[src/rtl/stage_sequencer_pkg.sv]
// Shared stage encodings and opcode-group bit indices for the stage sequencer
// and the control-signal generator.
package stage_sequencer_pkg;

  localparam int STAGE_W_DEF = 3;

  typedef enum logic [STAGE_W_DEF-1:0] {
    STAGE_IF  = 3'd0,
    STAGE_ID  = 3'd1,
    STAGE_EX  = 3'd2,
    STAGE_MEM = 3'd3,
    STAGE_WB  = 3'd4
  } stage_e;

  localparam int GROUP_ALU    = 0;
  localparam int GROUP_LOAD   = 1;
  localparam int GROUP_STORE  = 2;
  localparam int GROUP_STACK  = 3;
  localparam int GROUP_BRANCH = 4;
  localparam int GROUP_JUMP   = 5;
  localparam int GROUP_COUNT  = 6;

endpackage

[src/rtl/mem_wait_timer.sv]
// Counts consecutive MEM cycles without mem_ready; flags the last allowed cycle.
module mem_wait_timer #(
  parameter int TIMEOUT = 15
) (
  input  logic clk,
  input  logic rst_n,
  input  logic clear,
  input  logic count_en,
  output logic expired
);

  logic [7:0] wait_cnt;

  always_ff @(posedge clk or negedge rst_n) begin
    if (!rst_n)        wait_cnt <= '0;
    else if (clear)    wait_cnt <= '0;
    else if (count_en) wait_cnt <= wait_cnt + 8'd1;
  end

  assign expired = (wait_cnt == 8'(TIMEOUT - 1));

endmodule

[src/rtl/stage_sequencer.sv]
// Multi-cycle IF/ID/EX/MEM/WB stage controller with bounded memory wait.
// Optional build macro STAGE_SKIP_EN: non-memory instructions bypass MEM.
module stage_sequencer
  import stage_sequencer_pkg::*;
#(
  parameter int STAGE_W     = 3,
  parameter int GROUP_W     = GROUP_COUNT,
  parameter int MEM_TIMEOUT = 15,
  parameter int RET_W       = 16
) (
  input  logic               clk,
  input  logic               rst_n,
  input  logic               run,
  input  logic [GROUP_W-1:0] opcode_group,
  input  logic               mem_ready,
  input  logic               err_clr,
  output logic [STAGE_W-1:0] pipeline_stage,
  output logic               stall,
  output logic               instr_done,
  output logic               mem_error,
  output logic [RET_W-1:0]   retired
);

  stage_e state, next_state;
  logic   mem_instr, in_mem, expired, timeout;
  logic   unused_grp;

  assign unused_grp = ^opcode_group;
  assign mem_instr  = opcode_group[GROUP_LOAD] | opcode_group[GROUP_STORE] |
                      opcode_group[GROUP_STACK];
  assign in_mem     = (state == STAGE_MEM);
  assign timeout    = in_mem && mem_instr && !mem_ready && expired;

  // Counter resets whenever we are outside MEM, so every access starts at zero.
  mem_wait_timer #(.TIMEOUT(MEM_TIMEOUT)) u_timer (
    .clk      (clk),
    .rst_n    (rst_n),
    .clear    (!in_mem),
    .count_en (in_mem && mem_instr && !mem_ready),
    .expired  (expired)
  );

  always_ff @(posedge clk or negedge rst_n) begin
    if (!rst_n) state <= STAGE_IF;
    else        state <= next_state;
  end

  always_comb begin
    next_state = STAGE_IF;
    case (state)
      STAGE_IF:  next_state = run ? STAGE_ID : STAGE_IF;
      STAGE_ID:  next_state = STAGE_EX;
`ifdef STAGE_SKIP_EN
      STAGE_EX:  next_state = mem_instr ? STAGE_MEM : STAGE_WB;
`else
      STAGE_EX:  next_state = STAGE_MEM;
`endif
      STAGE_MEM: next_state = (!mem_instr || mem_ready || timeout) ? STAGE_WB : STAGE_MEM;
      STAGE_WB:  next_state = STAGE_IF;
      default:   next_state = STAGE_IF;
    endcase
  end

  assign pipeline_stage = STAGE_W'(state);
  assign stall          = in_mem && mem_instr && !mem_ready && !timeout;
  assign instr_done     = (state == STAGE_WB);

  // A timeout in the same cycle as err_clr keeps the flag set.
  always_ff @(posedge clk or negedge rst_n) begin
    if (!rst_n)       mem_error <= 1'b0;
    else if (timeout) mem_error <= 1'b1;
    else if (err_clr) mem_error <= 1'b0;
  end

  always_ff @(posedge clk or negedge rst_n) begin
    if (!rst_n)          retired <= '0;
    else if (instr_done) retired <= retired + 1'b1;
  end

endmodule

[config.mk]
export PLATFORM = sky130hd
export DESIGN_NAME = stage_sequencer
export DESIGN_NICKNAME = d
export VERILOG_FILES = /design/src/rtl/stage_sequencer_pkg.sv /design/src/rtl/mem_wait_timer.sv /design/src/rtl/stage_sequencer.sv
export SDC_FILE = /design/constraint.sdc
export NUM_CORES = 1
export LEC_CHECK = 0
export ABC_CLOCK_PERIOD_IN_PS = 4200
export BUFFER_PORTS_ARGS = -buffer_cell sky130_fd_sc_hd__clkbuf_2
export CAP_MARGIN = 20
export CORE_MARGIN = 3
export CORE_UTILIZATION = 55
export DETAILED_ROUTE_END_ITERATION = 6
export PLACE_DENSITY = 0.84
export RECOVER_POWER = 50
export SLEW_MARGIN = 30
export SYNTH_ARGS = -nofsm -noshare
export SYNTH_HDL_FRONTEND = slang
export SYNTH_SLANG_ARGS = --single-unit
[constraint.sdc]
create_clock -name clk -period 4.2 [get_ports clk]
set_input_delay 0.21 -clock clk [delete_from_list [all_inputs] [get_ports clk]]
set_output_delay 0.21 -clock clk [all_outputs]
set_load 0.05 [all_outputs]
# Yosys cells after proc, flatten, opt, wreduce, memory -nomap -nowiden
# Cells that the tools add are included.
dict set report op_classes {
  n_addsub 2
  eq_ne 6
  n_mux 7
  bitwise 2
  reduce_logical 11
}
# cell n
set ops {}
lappend ops {{adder 16 x 1 -> 16 bit, second input constant} 1}
lappend ops {{two-way mux 8 bit} 2}
lappend ops {{case mux 3 bit (4 select lines)} 1}
lappend ops {{adder 8 x 1 -> 8 bit, second input constant} 1}
lappend ops {{equality test 8 x 4 -> 1 bit, second input constant} 1}
lappend ops {{equality test 3 x 2 -> 1 bit, second input constant} 2}
lappend ops {{logical AND 1 bit} 4}
lappend ops {{equality test 3 x 1 -> 1 bit, second input constant} 1}
lappend ops {{equality test 3 bit, second input constant} 1}
lappend ops {{zero test 1 bit} 3}
lappend ops {{zero test 3 bit} 1}
lappend ops {{two-way mux 1 bit} 3}
lappend ops {{two-way mux 3 bit} 1}
lappend ops {{logical OR 1 bit} 2}
lappend ops {{!= test 2 x 1 -> 1 bit, second input constant} 1}
lappend ops {{bitwise OR 1 bit} 2}
lappend ops {{nonzero test 2 bit} 1}
dict set report totals {
  register_bits 28
  input_bits 11
  out_inout_bits 22
  elab_cells 32
}

# Logic depth before layout (Yosys ltp)
dict set report logic_depth {
  ltp_word 8
  mapped_depth 5
  mapped_depth_nobuf 5
}

# Cells and area by module
# From an unflattened synthesis, not the netlist that was laid out.
dict set report hier_totals {
  hier_cells 121
  hier_area_um2 1307.5
}
# mod n_inst cells_each area_each_um2 seq_area_each_um2
set by_module_without_submodules {}
lappend by_module_without_submodules {stage_sequencer 1 79 880.8 500.5}
lappend by_module_without_submodules {mem_wait_timer 1 42 426.7 200.2}

# Worst setup path before layout
# Ideal clock, no wire load.
dict set report synth_path {
  path_type {register to output}
  from {register state[1], in the netlist pipeline_stage[1]}
  to {output port stall}
  t_arrival_ns 1.742
  t_required_ns 3.990
  path_slack_ns 2.248
  path_stages_with_launch 4
  path_buffers 1
  cell_sequence {dfrtp_1 nand3b_1 clkbuf_1 nor2_1}
}
dict set report synth_between {
  elab_chain_cells 6
}
# item line
set synth_lines {}
lappend synth_lines {{start: declaration} stage_sequencer.sv:24} ;# stage_e state, next_state;
lappend synth_lines {{start signal: assignment} stage_sequencer.sv:45} ;# else state <= next_state;
lappend synth_lines {{equality test 3 x 2 -> 1 bit (*)} stage_sequencer.sv:31} ;# assign in_mem = (state == STAGE_MEM);
lappend synth_lines {{logical AND 1 bit (*) (2 in series)} {stage_sequencer.sv:32, stage_sequencer.sv:65}}
lappend synth_lines {{logical AND 1 bit} stage_sequencer.sv:32} ;# assign timeout = in_mem && mem_instr && !mem_ready && expired;
lappend synth_lines {{zero test 1 bit} stage_sequencer.sv:65} ;# assign stall = in_mem && mem_instr && !mem_ready && !timeout;
lappend synth_lines {{logical AND 1 bit (*)} stage_sequencer.sv:65}
lappend synth_lines {{end: declaration} stage_sequencer.sv:18} ;# output logic stall,
# Mark *: on every way between the ends. The rest lies on a longest branch, timed or not.

# Worst setup path after layout
dict set report layout_path {
  from {register state[0], in the netlist pipeline_stage[0]}
  to {output port instr_done}
}
dict set report layout_between {
  elab_chain_cells 1
}
# item line
set layout_lines {}
lappend layout_lines {{equality test 3 bit} stage_sequencer.sv:66} ;# assign instr_done = (state == STAGE_WB);
lappend layout_lines {{end: declaration} stage_sequencer.sv:19} ;# output logic instr_done,
# No other way between the ends.

==> impl_summary.md <==
Setup path
Data on the critical path is required at its endpoint by 3.99 ns. The signal on the critical path passes through or3b_1 -> inv_1 -> clkbuf_2. The number of buffers and inverters on the critical path is 2. The critical path's top delay family is simple AND/OR/NAND/NOR gates. The critical setup path kind is reg -> out. For this run, the slowest stage of the critical path takes 0.52 ns. The data arrival time of the critical path is 1.68 ns. The sort of element at the start of the critical path is a flop. Along the worst path, the maximum fanout reaches 7. The critical-path cell with the highest stage delay is or3b_1. The endpoint class of the critical path is an output pin.

Power
Of the total power, combinational logic draws 0.344. Of the total power, the clock network draws 0.155. Across the VDD grid, the largest voltage drop is 0.0004570 V. The switching part of the total power is 0.4304. The leakage power is 0.7414 nW.

Summed over all nets, the switching power comes to 0.2993 mW. The cell-internal power is 0.3961 mW. Of the total power, registers draw 0.502. The power density over the cells is 465.5 nW/um2.

Global routing
The initial antenna violation count is 0. The global route total overflow is 0. The global-route wire length before repair is 3967 um. The via count of the first global-routing pass was 944.

The global routing usage summed across all routing layers is 0.1846. The largest net degree at the start of global routing is 29.

Route
The first routing iteration left 8 violations. The detailed-routed wire length on met3 is 115 um. For this block, the via count after detailed routing is 992. The highest routed metal layer is met4.

The length of routed met2 wiring is 1283 um. The count of unresolved DRC violations after routing is 0. The number of detailed-route iterations in the first pass is 4. The number of nets still failing antenna checks after routing is 0.

The via count normalized by instance count is 5.605. In the final routed layout, each cell accounts on average for 13.76 um. In the final routing, the length of wire on met1 measures 1005 um. The routed design has 2436 um of wire.

Place
The number of buffers added on ports is 29. After legalization and detailed placement, the total HPWL measured 1820 um. The setup slack after placement is 2.500 ns. The post-place instance area is 1469 um2. The routability congestion estimate from global placement is 0.8278.

Timing
The minimum clock period after layout is 1.892 ns. Headroom to the max-slew limit came out at 0.01474. The count of final max-slew check failures is 0. The maximum clock frequency is 528.7 MHz. Setup repair after global routing left no endpoint under its margin. The worst-margin pin slew is 1.478 ns. For the final routed database, the setup TNS stands at 0 ns.

The final count of negative-setup-slack endpoints is 0. The post-route clock period utilization is 0.4504. Across the routed clock network, the largest skew measured is 0.002443 ns.

The hold violation count in the final report is 0. The worst path meets setup with 2.308 ns of slack.

Synthesis
The count of flip-flops with a built-in enable after synthesis is 0. The async set-or-reset flop fraction in the synthesized netlist is 1.000. The cell area after synthesis is 1304 um2. The net count after synthesis is 132. The post-synthesis sequential area ratio is 0.5374. During synthesis, Yosys emitted a total of 0 warnings. The number of library cell types mapped by synthesis is 29. The synthesized area per cell is 11.05 um2. Among all flip-flop cells after synthesis, the most frequent one is dfrtp_1.

After synthesis the netlist holds a flip-flop and latch count of 28. The cell count after synthesis came out at 118.

Finish
After routing the design area is 1494 um2. The number of antenna diodes in the final layout is 0. The area taken by flip-flops and latches is 700.7 um2.

Of the cells placed in the final design, the portion with a size suffix greater than 1 is 0.1812. The area growth from synthesis to layout is 14.59%. The area occupied by multi-input gates is 580.6 um2. The number of fill cells in the layout is 190. The number of nets at the end of the flow is 165.

Clock tree
The number of H-tree levels is 1. At the later pin of the worst-skew pair, clock insertion delay measures 0.32 ns. After clock tree synthesis, the repair step resized 0 gates.

The number of buffers created by CTS is 3. The cell chosen for the clock root is clkbuf_4. The TritonCTS sink count is 28. In this run the deepest clock path goes through 2 buffers.

TritonCTS built the clock tree. Clock-pin slew was measured on the worst setup and hold paths at 0.14 ns.

Floorplan
The region available for standard cell placement spans 2233 um2. The initial utilization of the core area, before any placement, comes to 0.5838. The die is 54.69 um wide. After floorplanning, the core was divided into 17 placement rows.

Pin placement for this block handled 33 I/O pins. The die is 54.69 um tall. The die area is 2990 um2.

Job
Across the run, the number of max-cap violations was 0.

Min path
The type of the most critical hold path is in -> reg.

Status
The run finished with clean final reports.
==> final cells by class <==
type / count / area share
repair buffers: 30 / 0.09883
well taps: 28 / 0.02345
multi-input cells: 86 / 0.3886
flip-flops and latches: 28 / 0.4690
clock buffers: 3 / 0.01508
inverters: 2 / 0.005025
==> cell families (layout without fill, tap and decap cells) <==
logic type	Yosys count	after routing	synth area share
AOI/OAI and AO/OA	8	8	0.03935
xor gates and xnor gates	21	21	0.1411
adders and majority gates	3	3	0.02879
buffers and inverters	4	35	0.01727
DFF	28	28	0.5374
and+or+nand+nor	54	54	0.2361
==> path summary, 6_finish.rpt <==
check | depth (start not counted) | slack [ns] | startpoint | end
min in group asynchronous | 2 | 0.76 | rst_n | retired[6]
hold reg to reg | 1 | 0.49 | retired[15] | retired[15]
setup reg to reg | 4 | 2.48 | pipeline_stage[0] | retired[7]
setup / recovery | 3 | 2.31 | pipeline_stage[0] | instr_done
hold / removal | 2 | 0.10 | mem_ready | mem_error
max in group asynchronous | 2 | 2.59 | rst_n | retired[5]
==> registers in the layout, indices dropped and copies added (netlist names) <==
signal and flops:
mem_error 1, pipeline_stage 3, retired 16, u_timer.wait_cnt 8
==> power groups by stage <==
stage	Sequential (mW)	Clock [mW]	Combinational [mW]
2_1_floorplan	0.442	0	0.0902
3_3_place_gp	0.350	0	0.235
3_5_place_dp	0.354	0	0.240
4_1_cts	0.349	0.112	0.242
5_1_grt	0.358	0.124	0.258
6_report	0.349	0.108	0.239
==> cells in the final DEF, fill, tap and decap left out, drive strengths merged, types with 2 or more instances in the layout <==
master,netlist,final
nand3,8,8
nand2b,2,2
nand4,3,3
nand2,9,9
clkbuf,1,32
inv,2,2
a31oi,2,2
nor2,13,13
xnor2,14,14
nor3,4,4
xor2,7,7
a21oi,2,2
and3,3,3
ha,3,3
and4,4,4
or3,2,2
dfrtp,28,28
==> synthesized netlist by cell type (2+ instances only) <==
cell type  count  area share
nor2_1        13       0.037
nand2b_1       2      0.0096
xnor2_1       14       0.094
a21oi_1        2      0.0077
xor2_1         7       0.047
dfrtp_1       28        0.54
nand4_1        3       0.014
or3_1          2      0.0096
and3_1         3       0.014
nand3_1        8       0.031
nor3_1         3       0.012
and4_1         4       0.027
a31oi_1        2      0.0096
inv_1          2      0.0058
ha_1           3       0.029
nand2_1        9       0.026
==> repair_timing <==
item / CTS / global route
buffers inserted: 0 / 0
hold endpoints to repair: 28 / 0
hold buffers: 1 / 0
==> routing by layer <==
layer	global-route usage	up-vias
met5	0	-
met1	0.1930	491
li1	-	474
met3	0.02452	4
met4	0.07469	0
met2	0.3602	23
==> through the flow <==
step	util	hold WS, ns	power, mW	std cells
finish	0.6689	0.1046	0.6954	177
floorplan	-	-0.08559	0.5318	118
CTS	0.6723	0.09877	0.7025	177
global route	0.6689	0.1023	0.7393	177
global placement	0.6577	0.2781	0.5848	173
detailed placement	0.6577	0.2896	0.5941	173
Power figures use the tool's default switching activity.
